[src/rtl/apu_frame_counter.sv]
// APU frame sequencer: counts apu_clk rising edges and emits
// quarter/half-frame strobes plus the 4-step frame IRQ.
module apu_frame_counter #(
  parameter int CNT_W = 15,
  parameter int STEP1 = 3728,
  parameter int STEP2 = 7456,
  parameter int STEP3 = 11185,
  parameter int STEP4 = 14914,
  parameter int STEP5 = 18640
) (
  input  logic clk,
  input  logic reset,
  input  logic apu_clk,
  input  logic wr_en,
  input  logic wr_mode,
  input  logic wr_irq_inhibit,
  input  logic irq_ack,
  output logic quarter_frame,
  output logic half_frame,
  output logic frame_irq
);

  localparam logic [CNT_W-1:0] S1 = CNT_W'(STEP1);
  localparam logic [CNT_W-1:0] S2 = CNT_W'(STEP2);
  localparam logic [CNT_W-1:0] S3 = CNT_W'(STEP3);
  localparam logic [CNT_W-1:0] S4 = CNT_W'(STEP4);
  localparam logic [CNT_W-1:0] S5 = CNT_W'(STEP5);

  logic [CNT_W-1:0] count_q, count_d;
  logic             mode_q, mode_d;
  logic             inhibit_q, inhibit_d;
  logic             apu_clk_d_q, apu_clk_d_d;
  logic             quarter_q, quarter_d;
  logic             half_q, half_d;
  logic             irq_q, irq_d;
  logic             tick;
  logic             irq_set;
  logic             irq_clr;

  assign tick = apu_clk & ~apu_clk_d_q;

  always_comb begin
    count_d     = count_q;
    mode_d      = mode_q;
    inhibit_d   = inhibit_q;
    apu_clk_d_d = apu_clk;
    quarter_d   = 1'b0;
    half_d      = 1'b0;
    irq_set     = 1'b0;
    if (wr_en) begin
      mode_d    = wr_mode;
      inhibit_d = wr_irq_inhibit;
      count_d   = '0;
      quarter_d = wr_mode;
      half_d    = wr_mode;
    end else if (tick) begin
      unique case (1'b1)
        (count_q == S1),
        (count_q == S3): begin
          quarter_d = 1'b1;
          count_d   = count_q + 1'b1;
        end
        (count_q == S2): begin
          quarter_d = 1'b1;
          half_d    = 1'b1;
          count_d   = count_q + 1'b1;
        end
        (!mode_q && count_q == S4): begin
          quarter_d = 1'b1;
          half_d    = 1'b1;
          irq_set   = !inhibit_q;
          count_d   = '0;
        end
        (mode_q && count_q == S5): begin
          quarter_d = 1'b1;
          half_d    = 1'b1;
          count_d   = '0;
        end
        default: count_d = count_q + 1'b1;
      endcase
    end
  end

  // A set on the final 4-step tick beats a simultaneous clear.
  assign irq_clr = irq_ack | (wr_en & wr_irq_inhibit);

  always_comb begin
    irq_d = irq_q;
    if (irq_set)      irq_d = 1'b1;
    else if (irq_clr) irq_d = 1'b0;
  end

  always_ff @(posedge clk) begin
    if (reset) begin
      count_q     <= '0;
      mode_q      <= 1'b0;
      inhibit_q   <= 1'b0;
      apu_clk_d_q <= 1'b1;
      quarter_q   <= 1'b0;
      half_q      <= 1'b0;
      irq_q       <= 1'b0;
    end else begin
      count_q     <= count_d;
      mode_q      <= mode_d;
      inhibit_q   <= inhibit_d;
      apu_clk_d_q <= apu_clk_d_d;
      quarter_q   <= quarter_d;
      half_q      <= half_d;
      irq_q       <= irq_d;
    end
  end

  assign quarter_frame = quarter_q;
  assign half_frame    = half_q;
  assign frame_irq     = irq_q;

endmodule

[config.mk]
export PLATFORM = sky130hd
export DESIGN_NAME = apu_frame_counter
export DESIGN_NICKNAME = d
export VERILOG_FILES = /design/src/rtl/apu_frame_counter.sv
export SDC_FILE = /design/constraint.sdc
export NUM_CORES = 1
export LEC_CHECK = 0
export BUFFER_PORTS_ARGS = -buffer_cell sky130_fd_sc_hd__buf_2
export CAP_MARGIN = 20
export CORE_UTILIZATION = 55
export CTS_CLUSTER_SIZE = 20
export DETAILED_ROUTE_END_ITERATION = 8
export PLACE_DENSITY = 0.74
export SYNTH_ARGS = -nofsm -noshare
export SYNTH_HDL_FRONTEND = slang
export SYNTH_SLANG_ARGS = --single-unit
[constraint.sdc]
create_clock -name clk -period 3.01 [get_ports clk]
set_clock_uncertainty 0.05 [all_clocks]
set_input_delay 0.301 -clock clk [delete_from_list [all_inputs] [get_ports clk]]
set_output_delay 0.301 -clock clk [all_outputs]
set_load 0.1 [all_outputs]
==> impl_results.md <==
- Register area share after synthesis: 0.360
- Cts-stage hold buffer count: 0
- Fmax: 0.485 GHz
- HP Start: reset
- Seq pwr share: 0.632
- Worst-skew pair later-pin latency: a little over 0.3 ns
- Sw Ratio: 0.240
- Crit-path max FO: 6
- Initial Utilization: 0.589
- Via-to-Cell Ratio: 5.98
- Top cells by count, synth: dfxtp_1 (21), nand2_1 (10), nor2_1 (9), nor3_1 (9), nand3_1 (7)
- Total Wirelength: 2.46 mm
- Setup TNS: 0 ns
- Warnings, synthesis: 0
- Rel. slew slack: 0.693
- TritonCTS buffer count: 3
- Mapped Area: 1170 µm²
- Number of enable flip-flop cells after synthesis: 0
- Startpoint Class: register
- Largest cells by area after synthesis: dfxtp_1 (36%), ha_1 (4.3%), nor3_1 (3.9%)
- Die height: 48.1 µm
- Layout area overhead: 6.64%
- Synth area leader: dfxtp_1
- Clk pin slew, worst setup/hold paths: 0.12 ns
- Critical path class: reg -> reg
- # rows: 16
- Async SR Flop Fraction: 0
- Yosys top cell area share: 0.360
- Unique masters post-synth: 45
- Via count: approximately 1000
- Final hold vios: 0
- Clock sink total: 21
- WL/cell: approximately 15 µm
- Post-synthesis register bit count: 21
- Post-CTS sizing: 0
- Post-synthesis net count: 145
- Critical path data required time: 3.20 ns
- First-pass GRT wire length: 3.73 mm
- Int Power: about 340 µW
- Max_cap viols: 0
- Cell count after synthesis: ~130
- Leak Pwr: 0.000451 µW
- Full die area: 2310 µm²
- Synth Flop Type: dfxtp_1
- Worst hold slack: 0.169 ns
- Initial antenna violation count: 0
- Dpl hpwl: between 1.5 and 2 mm
- Crit path arrival time: 2.25 ns
- Fill cell count: ~170
- TritonCTS clock tree: done
- Status: complete, no violations
- Total grt overflow: 0
- Final Wtd Congestion: 0.868
- Root Driver: clkbuf_4
- Final net count: 154
- Largest net degree at the start of global routing: 15
- CP Capture Type: register
- # setup viols final: 0
- Layout cells sized above 1: 0.148
- HP Class: in -> reg
- Post-route DRC: 0
- Clk network pwr share: 0.305
- Die width: roughly 48 µm
- P_sw: 108 µW
- Logic pwr share: 0.062
- Final period utilization: 0.685
- Count leader, synth: dfxtp_1
- Clk buf depth: 2
- DRT iter0 DRCs: 25
- Routed Antenna Nets: 0
- Core Area: 1980 µm²
- DRT Pass-1 Iters: 4
- Measured slew at the worst slew-check pin: 0.454 ns
- All-Layer GR Usage: 0.238
- Critical Path Start: count_q[0]$_SDFFE_PP0P_
- PwrDens: 361 nW/µm²
- # H-tree levels: 1
- Vias in the first global route: a little under 800
- Slew Limit Fails: 0
- I/O pins: 10
- Worst r2r src: count_q[0]$_SDFFE_PP0P_
- RSZ-0062 raised after global routing: no
- IO buf count: 9
- Crit path time final: 2.06 ns
- VDD IR max: 0.308 mV
- Post-synthesis area per instance: 8.71 µm²
- Diode count: 0
- Post-CTS Setup Inserts: 0
cell usage in the layout (no fill, tap or decap), drive strengths merged:
master / count
a211o: 1
a211oi: 4
a21o: 1
a21oi: 3
and2: 3
and3: 2
and3b: 1
and4: 4
and4b: 1
buf: 9
clkbuf: 4
dfxtp: 21
ha: 4
inv: 3
nand2: 10
nand2b: 1
nand3: 7
nand3b: 2
nand4: 6
nand4b: 1
nor2: 9
nor2b: 3
nor3: 9
nor3b: 1
nor4: 2
nor4bb: 1
o211a: 1
o211ai: 1
o21a: 1
o21ai: 5
o2bb2ai: 1
o31ai: 1
or2: 2
or3: 5
or4: 2
or4b: 1
or4bb: 1
xnor2: 4
xor2: 4
per-stage QoR:
| stage | instance area [µm²] | setup slack (ns) | power [µW] | std cells | util |
|---|---|---|---|---|---|
| global route | 1240 | 0.816 | 464 | 169 | 0.628 |
| floorplan | 1170 | 1.19 | 309 | 134 | - |
| CTS | 1240 | 0.963 | 453 | 169 | 0.628 |
| finish | 1240 | 0.947 | 450 | 169 | 0.628 |
| global placement | 1220 | 1.02 | 318 | 165 | 0.615 |
| detailed placement | 1220 | 0.990 | 318 | 165 | 0.615 |
layer usage:
metal  part of all wire  wire (µm)  track usage
met1               0.49       1200        0.351
met2               0.46       1140        0.330
met3              0.034         84       0.0453
met4              0.015         36        0.111
met5                  0          0            0
area by class of cell:
cell class,count,area [µm²],area share
tap,27,33.8,0.0271
sequential,21,420,0.338
timing repair buffer,9,45.0,0.0362
multi-input combinational,105,708,0.569
clock buffer,4,26.3,0.0211
inverter,3,11.3,0.00905
registers in the layout, summed over array words and instances, names as in the netlist:
signal / cells
apu_clk_d_q: 1
mode_q: 1
half_frame: 1
quarter_frame: 1
frame_irq: 1
inhibit_q: 1
count_q: 15
power by group through the flow:
stage,Combinational [µW],Clock [µW],Sequential (µW)
floorplan,10.9,0,298
global placement,27.5,0,290
detailed placement,27.8,0,290
CTS,27.8,141,284
global route,30.1,149,285
finish,28.0,137,284
logic make-up after synthesis:
kind of cell             share of synthesized area
flip-flops                                   0.360
XOR/XNOR                                    0.0600
buffers and inverters                       0.0332
AND/OR/NAND/NOR                              0.390
AO/OA/AOI/OAI                                0.114
adder cells (fa/ha/maj)                     0.0429
worst max-delay path: stages, from the launching register on:
cell	delay (ns)
dfxtp_1	0.47
ha_1	0.19
nand3b_1	0.20
or4_4	0.50
or3_1	0.38
a211oi_2	0.21
worst paths after layout:
kind	cells past startpoint	to	slack, ns
setup / recovery	5	count_q[14]$_SDFFE_PP0P_	0.95
hold / removal	2	frame_irq$_SDFFE_PP0P_	0.17
hold reg to reg	2	frame_irq$_SDFFE_PP0P_	0.45
setup reg to reg	5	count_q[14]$_SDFFE_PP0P_	0.95
Power figures use the tool's default switching activity.
